### src/rtl/wb_select_stage.sv
// rtl/wb_select_stage.sv - registered write-back source select with wait/timeout
// Picks one of NSRC result buses, waits for it to be valid, then issues one register-file write.
module wb_select_stage #(
  parameter int WIDTH        = 32,
  parameter int NSRC         = 10,
  parameter int SELW         = 4,
  parameter int ADDRW        = 5,
  parameter int CONST_IDX    = 5,
  parameter int CONST_VAL    = 227,
  parameter int TIMEOUT      = 64,
  parameter int ZERO_DISCARD = 1
) (
  input  logic                  clk,
  input  logic                  reset,
  input  logic                  req,
  input  logic [SELW-1:0]       sel,
  input  logic [ADDRW-1:0]      dest,
  input  logic [NSRC*WIDTH-1:0] src_data,
  input  logic [NSRC-1:0]       src_valid,
  output logic                  busy,
  output logic                  wr_en,
  output logic [ADDRW-1:0]      wr_addr,
  output logic [WIDTH-1:0]      wr_data,
  output logic                  done,
  output logic                  err
);

  localparam int NTAB = 1 << SELW;
  localparam int CNTW = $clog2(TIMEOUT + 1);
  localparam logic [SELW:0]     NSRC_W    = (SELW+1)'(NSRC);
  localparam logic [CNTW-1:0]   TIMEOUT_W = CNTW'(TIMEOUT);
  localparam logic [WIDTH-1:0]  CONST_W   = WIDTH'(CONST_VAL);

  typedef enum logic [1:0] {S_IDLE, S_WAIT, S_WRITE} state_t;

  // Full power-of-two table so any sel value indexes in range; unused slots read as invalid zero.
  logic [WIDTH-1:0] src_tab [NTAB];
  logic [NTAB-1:0]  valid_tab;
  logic             unused_const_src;

  for (genvar i = 0; i < NTAB; i++) begin : g_tab
    if (i == CONST_IDX) begin : g_const
      assign src_tab[i]   = CONST_W;
      assign valid_tab[i] = 1'b1;
    end else if (i < NSRC) begin : g_src
      assign src_tab[i]   = src_data[i*WIDTH +: WIDTH];
      assign valid_tab[i] = src_valid[i];
    end else begin : g_none
      assign src_tab[i]   = '0;
      assign valid_tab[i] = 1'b0;
    end
  end

  assign unused_const_src = ^{src_valid[CONST_IDX], src_data[CONST_IDX*WIDTH +: WIDTH]};

  state_t           state_q, state_d;
  logic             busy_q, busy_d;
  logic             wr_en_q, wr_en_d;
  logic             done_q, done_d;
  logic             err_q, err_d;
  logic [ADDRW-1:0] wr_addr_q, wr_addr_d;
  logic [WIDTH-1:0] wr_data_q, wr_data_d;
  logic [SELW-1:0]  sel_q, sel_d;
  logic [ADDRW-1:0] dest_q, dest_d;
  logic [CNTW-1:0]  cnt_q, cnt_d, cnt_inc;

  assign cnt_inc = cnt_q + CNTW'(1);

  always_comb begin
    state_d   = state_q;
    wr_en_d   = 1'b0;
    done_d    = 1'b0;
    err_d     = 1'b0;
    wr_addr_d = wr_addr_q;
    wr_data_d = wr_data_q;
    sel_d     = sel_q;
    dest_d    = dest_q;
    cnt_d     = cnt_q;
    case (state_q)
      S_IDLE: begin
        if (req) begin
          if ({1'b0, sel} >= NSRC_W) begin
            err_d = 1'b1;
          end else if (ZERO_DISCARD != 0 && dest == '0) begin
            done_d    = 1'b1;
            wr_addr_d = '0;
          end else if (valid_tab[sel]) begin
            wr_data_d = src_tab[sel];
            wr_addr_d = dest;
            sel_d     = sel;
            dest_d    = dest;
            wr_en_d   = 1'b1;
            done_d    = 1'b1;
            state_d   = S_WRITE;
          end else begin
            sel_d   = sel;
            dest_d  = dest;
            cnt_d   = '0;
            state_d = S_WAIT;
          end
        end
      end
      S_WAIT: begin
        // Valid is checked before the counter, so a late valid beats the abort.
        if (valid_tab[sel_q]) begin
          wr_data_d = src_tab[sel_q];
          wr_addr_d = dest_q;
          wr_en_d   = 1'b1;
          done_d    = 1'b1;
          state_d   = S_WRITE;
        end else if (cnt_inc == TIMEOUT_W) begin
          cnt_d   = cnt_inc;
          err_d   = 1'b1;
          state_d = S_IDLE;
        end else begin
          cnt_d = cnt_inc;
        end
      end
      S_WRITE: state_d = S_IDLE;
      default: state_d = S_IDLE;
    endcase
    busy_d = (state_d != S_IDLE);
  end

  always_ff @(posedge clk) begin
    if (reset) begin
      state_q   <= S_IDLE;
      busy_q    <= 1'b0;
      wr_en_q   <= 1'b0;
      done_q    <= 1'b0;
      err_q     <= 1'b0;
      wr_addr_q <= '0;
      wr_data_q <= '0;
      sel_q     <= '0;
      dest_q    <= '0;
      cnt_q     <= '0;
    end else begin
      state_q   <= state_d;
      busy_q    <= busy_d;
      wr_en_q   <= wr_en_d;
      done_q    <= done_d;
      err_q     <= err_d;
      wr_addr_q <= wr_addr_d;
      wr_data_q <= wr_data_d;
      sel_q     <= sel_d;
      dest_q    <= dest_d;
      cnt_q     <= cnt_d;
    end
  end

  assign busy    = busy_q;
  assign wr_en   = wr_en_q;
  assign wr_addr = wr_addr_q;
  assign wr_data = wr_data_q;
  assign done    = done_q;
  assign err     = err_q;

endmodule

### config.mk
export PLATFORM = sky130hd
export DESIGN_NAME = wb_select_stage
export DESIGN_NICKNAME = d
export VERILOG_FILES = /design/src/rtl/wb_select_stage.sv
export SDC_FILE = /design/constraint.sdc
export NUM_CORES = 1
export LEC_CHECK = 0
export CELL_PAD_IN_SITES_DETAIL_PLACEMENT = 1
export CELL_PAD_IN_SITES_GLOBAL_PLACEMENT = 2
export CORE_MARGIN = 4
export CORE_UTILIZATION = 24
export DETAILED_ROUTE_END_ITERATION = 12
export HOLD_SLACK_MARGIN = 0.15
export PLACE_DENSITY = 0.9
export RECOVER_POWER = 100
export SETUP_SLACK_MARGIN = 0.3
export SYNTH_ARGS = -nofsm -noshare
export SYNTH_HDL_FRONTEND = slang
export SYNTH_SLANG_ARGS = --single-unit
### constraint.sdc
create_clock -name clk -period 4.7 [get_ports clk]
set_input_delay 1.41 -clock clk [delete_from_list [all_inputs] [get_ports clk]]
set_output_delay 1.41 -clock clk [all_outputs]
set_load 0.005 [all_outputs]
==> run_results.csv, run 1 <==
group,metric,value,unit
yosys,synth_enable_flop_cells,0,
worst_setup_path,worstSetupPathType,"input port to flop",
worst_setup_path,cp-end-kind,"flop",
floorplan,core,30800,um^2
yosys,yosysMostFrequentCell,"mux2i_1",
finish,area_delta_synth_final,51.4,%
grt,grt_pass1_wl,54300,um
yosys,postSynthNetCount,1241,
floorplan,die-area,34400,um^2
status,status,"finished, final reports clean",
floorplan,rows,64,
clock_tree,path_clk_slew,0.05,ns
clock_tree,clk_path_buf_depth,2,
floorplan,start_util,24.5,%
grt,busiest_layer,"met2",
timing,setup_violations,0,
grt,grt_use_met1,24.1,%
grt,antenna_found_initial,1,
pwr,vdd_ir_drop_max,0.154,mV
timing,rsz0062_at_grt,"false",
yosys,ys_seq_area_share,15.6,%
drt,drt-pass1-iter-count,5,
grt,track_usage,20.0,%
floorplan,dieHeight,185,um
worst_setup_path,worst_ep_arrival_time,4.53,ns
drt,vias,8580,
place,numPortBuffers,349,
clock_tree,cts_tree,"yes",
yosys,yosys-top-cells-count,"mux2i_1 (126), nor2_1 (123), nand2_1 (70)",
finish,design_area,11400,um^2
yosys,ys_types,51,
timing,fin_crit,4.27,ns
yosys,synth_area_leaders,"mux4_2 (19%), mux2i_1 (17%), dfxtp_1 (16%)",
yosys,synth_top_area_share,19.4,%
clock_tree,clk_latency,0.33,ns
timing,hold_viol,0,
clock_tree,numCtsBuffers,9,
yosys,ys_ff_latch,59,
pwr,power_density,189,nW/um^2
finish,fill_cells,3553,
place,gp_congestion,0.787,
clock_tree,ctsResizeCount,0,
clock_tree,cts_setup_buffers,0,
worst_setup_path,path_max_fanout,32,
finish,nNetsFinal,1513,
pwr,p_leak,3.92,nW
drt,vias_per_cell,5.46,
drt,ant_nets,0,
grt,grt_overflow_total,0,
timing,slew_headroom,20.0,%
yosys,ys_async_sr_fraction,0,%
clock_tree,root_buffer,"clkbuf_16",
min_path,hold_path.class,"flop to flop",
finish,drive_above_1_share,11.0,%
place,dpl.hpwl,26500,um
worst_setup_path,start_kind,"input port",
place,post_dp_cell_area,11200,um^2
yosys,syn_area,7560,um^2
drt,drt_wl_total,35700,um
grt,use_met3,3.32,%
drt,drtIter0Drc,293,
timing,fin_setup_tns,0,ns
grt,grt_max_degree,72,
timing,final.period_utilization,90.9,%
grt,use_met2,36.7,%
grt,grt_pass1_vias,9382,
clock_tree,cts_sinks,59,
timing,worst_clock_skew,0.00617,ns
yosys,ys.warnings.count,0,
timing,fmax,234,MHz
timing,slew_violations,0,
yosys,synthFlopType,"dfxtp_1",
yosys,syn-mean-instance-area,8.42,um^2
clock_tree,cts_max_level,3,
floorplan,ioPinCount,383,
timing,worst_pin_slew,1.20,ns
run,cap_violations,0,
clock_tree,cts_hold_buf,0,
drt,remaining_drc_errors,0,
yosys,synthCells,898,
floorplan,die_x,185,um
yosys,yosys.area.top_type,"mux4_2",
worst_setup_path,required,4.96,ns
drt,routedWlPerCell,22.7,um
[worst paths after layout]
path | startpoint | end | slack [ns] | cells after the start
setup / recovery | sel[3] | wr_data[27]$_SDFFE_PP0P_ | 0.43 | 7
hold / removal | wr_data[20]$_SDFFE_PP0P_ | wr_data[20]$_SDFFE_PP0P_ | 0.45 | 2
setup reg to reg | sel_q[1]$_SDFFE_PP0P_ | busy$_SDFF_PP0_ | 1.68 | 7
hold reg to reg | wr_data[20]$_SDFFE_PP0P_ | wr_data[20]$_SDFFE_PP0P_ | 0.45 | 2
[registers in the layout, summed over array words and instances, names as in the netlist]
name     flops
wr_addr      5
sel_q        4
dest_q       5
busy         1
err          1
done         1
state_q      2
cnt_q        7
wr_en        1
wr_data     32
[kinds of logic after synthesis]
family / share of synthesized area (%)
AO/OA/AOI/OAI: 26.5
adder cells (fa/ha/maj): 0.166
buffers and inverters: 6.87
flip-flops: 15.6
multiplexers: 37.5
AND/OR/NAND/NOR: 13.3
[layer usage]
metal  part of all wire [%]  wire [um]
met5                      0          0
met4                    2.1        735
met3                    5.8       2070
met2                     51      18400
met1                     41      14500
[final cells by class]
cell class	count	area [um^2]	share of cell area [%]
clock inverters	4	26.3	0.230
well taps	396	495	4.33
flip-flops and latches	59	1190	10.4
repair buffers	366	3630	31.7
diodes	1	2.50	0.0219
multi-input cells	734	5850	51.1
clock buffers	11	253	2.21
[cells in the final DEF, fill, tap and decap left out, types with 49 or more instances in the layout]
master           count
o21ai_0             61
a21oi_1             49
mux2i_1            126
nand2_1             70
a31oi_1             55
mux4_2              65
dfxtp_1             55
clkdlybuf4s50_1    301
nor2_1             123
a211oi_1            55
[stage by stage]
stage	setup slack, ns	utilization [%]	instances	total power [mW]	hold WS, ns
detailed placement	0.201	36.3	1555	1.57	0.445
floorplan	1.61	-	898	1.09	0.437
finish	0.428	37.1	1571	2.17	0.447
global placement	0.330	36.3	1555	1.55	0.439
CTS	0.542	37.2	1570	2.23	0.453
global route	0.203	37.1	1571	2.31	0.459
[critical path, cell delays in order]
cell and delay [ns]:
buf_2 0.27, clkbuf_1 0.56, a211oi_1 0.38, a31oi_1 0.31
o21ai_4 1.00, o221ai_1 0.35, a21oi_1 0.21
[power by group]
group / switching, mW / internal (mW) / leakage [nW]
clock network: 0.247 / 0.381 / 0.137
registers: 0.0222 / 0.529 / 0.482
logic: 0.462 / 0.527 / 3.31
(Power assumes the default switching activity.)
==> run 2, diff against run 1 <==
==> constraint.sdc (replaced) <==
create_clock -name clk -period 4.7 [get_ports clk]
set_input_delay 0.705 -clock clk [delete_from_list [all_inputs] [get_ports clk]]
set_output_delay 0.705 -clock clk [all_outputs]
set_load 0.005 [all_outputs]
==> run 2 against run 1 <==
Net effect: sequential power is 2% higher; worst setup slack gained 0.50 ns; the flow now finishes with violations (capacitance limit, slew limit); highest routed layer is now met5; global-route usage shrank 0.25 points; critical endpoint is now busy$_SDFF_PP0_; total power up 6.2%; critical path type is now flop to flop; clock skew is 0.0029 ns higher; sequential share of layout area about the same.
==> run_results.csv, run 2 (same netlist as run 1, synthesis figures left out) <==
group,metric,value,unit
status,status,"complete, but fails checks",
status,violations,"capacitance limit, slew limit",
clock_tree,clk_latency,0.33,ns
grt,grt_overflow_total,0,
drt,remaining_drc_errors,0,
floorplan,ioPinCount,383,
timing,fin_setup_tns,0,ns
timing,setup_violations,0,
drt,vias,8703,
clock_tree,cts_tree,"yes",
pwr,power_density,201,nW/um^2
worst_setup_path,cp-end-kind,"flop",
clock_tree,clk_path_buf_depth,2,
floorplan,die-area,34400,um^2
drt,maxUsedRoutingLayer,"met5",
min_path,hold_path.class,"flop to flop",
timing,worst_pin_slew,1.60,ns
timing,fin_crit,3.77,ns
worst_setup_path,start_kind,"flop",
drt,route.met2.wl,18200,um
clock_tree,ctsResizeCount,0,
drt,met3WireLength,2100,um
finish,design_area,11500,um^2
worst_setup_path,crit_family,"simple AND/OR/NAND/NOR gates",
place,place_ws,0.842,ns
pwr,combPwrFrac,42.4,%
clock_tree,cts_setup_buffers,0,
timing,fmax,265,MHz
clock_tree,numCtsBuffers,9,
pwr,pwr-share-seq,24.4,%
drt,ant_nets,0,
place,numPortBuffers,349,
place,dp.cells,1552,
worst_setup_path,worst_ep_arrival_time,3.98,ns
drt,wl_met1,14600,um
drt,drt-pass1-iter-count,5,
pwr,vdd_ir_drop_max,0.143,mV
grt,antenna_found_initial,4,
place,post_dp_cell_area,11100,um^2
timing,hold_viol,0,
worst_setup_path,path_max_fanout,43,
worst_setup_path,required,4.91,ns
clock_tree,cts_max_level,3,
timing,worst_clock_skew,0.00904,ns
finish,layout_common_cells,"clkdlybuf4s50_1 (302), mux2i_1 (126), nor2_1 (123)",
pwr,pwr-share-clk,33.2,%
pwr,switching_share,32.2,%
floorplan,dieHeight,185,um
floorplan,core,30800,um^2
floorplan,die_x,185,um
timing,slew_violations,34,
pwr,p_int,1.56,mW
drt,routedWlPerCell,22.7,um
grt,grt_pass1_wl,53400,um
clock_tree,path_clk_slew,0.05,ns
worst_setup_path,critPathSlowestCell,"or3b_1",
finish,nNetsFinal,1510,
run,cap_violations,1,
drt,vias_per_cell,5.54,
finish,largest_reg_flops,32,
drt,drt_wl_total,35700,um
finish,area_delta_synth_final,51.9,%
finish,layout_commonest_cell,"clkdlybuf4s50_1",
worst_setup_path,crit_chain,"or3b_1 > nor2_8 > nor4_2 > o2111ai_1 > o21ai_0 > a21oi_1",
floorplan,start_util,24.5,%
timing,final.period_utilization,80.2,%
pwr,p_switching,0.741,mW
grt,grt_max_degree,67,
clock_tree,root_buffer,"clkbuf_16",
finish,stdcell_count,1571,
timing,fin_ws,0.932,ns
worst_setup_path,worstSetupPathType,"flop to flop",
clock_tree,cts_hold_buf,0,
finish,drive_above_1_share,10.8,%
worst_setup_path,max_stage_delay,1.30,ns
pwr,p_leak,3.94,nW
timing,rsz0062_at_grt,"false",
clock_tree,cts_sinks,59,
floorplan,rows,64,
place,gp_congestion,0.793,
place,dpl.hpwl,26400,um
grt,track_usage,19.8,%
timing,slew_headroom,-6.59,%
grt,grt_pass1_vias,9240,
worst_setup_path,critPathBufInv,0,
drt,drtIter0Drc,297,
[run 2: worst register-to-register path: stages, from the launching register on]
cell	delay, ns
dfxtp_4	0.72
or3b_1	1.30
nor2_8	0.07
nor4_2	0.96
o2111ai_1	0.34
o21ai_0	0.18
a21oi_1	0.09
[run 2: cell type report]
cell class	count	area, um^2
diodes	3	7.51
clock buffers	13	270
well taps	396	495
multi-input cells	734	5850
fillers	3573	19300
repair buffers	363	3600
clock inverters	3	68.8
flip-flops and latches	59	1190
[run 2: routing by layer]
| metal | vias to the layer above | GRT usage, % |
|---|---|---|
| met2 | 276 | 36.1 |
| met5 | - | 0 |
| li1 | 4056 | - |
| met3 | 43 | 3.38 |
| met1 | 4326 | 23.8 |
| met4 | 2 | 5.70 |
[run 2: worst paths after layout]
path | startpoint | to | slack (ns) | cells after the start
min reg2reg | wr_data[16]$_SDFFE_PP0P_ | wr_data[16]$_SDFFE_PP0P_ | 0.45 | 2
min | wr_data[16]$_SDFFE_PP0P_ | wr_data[16]$_SDFFE_PP0P_ | 0.45 | 2
max | sel_q[1]$_SDFFE_PP0P_ | busy$_SDFF_PP0_ | 0.93 | 6
max reg2reg | sel_q[1]$_SDFFE_PP0P_ | busy$_SDFF_PP0_ | 0.93 | 6
[run 2: power by group through the flow]
stage | sequential, mW | combinational, mW | clock, mW
CTS | 0.564 | 0.994 | 0.792
detailed placement | 0.575 | 0.991 | 0
global placement | 0.574 | 0.970 | 0
floorplan | 0.554 | 0.537 | 0
global route | 0.568 | 1.06 | 0.812
finish | 0.563 | 0.976 | 0.764
[run 2: metrics by stage]
stage	power (mW)	hold WS [ns]	utilization (%)
after global placement	1.54	0.441	36.2
after global routing	2.44	0.464	37.2
after detailed placement	1.57	0.447	36.2
after CTS	2.35	0.455	37.3
final	2.30	0.449	37.2
after floorplan	1.09	0.437	-
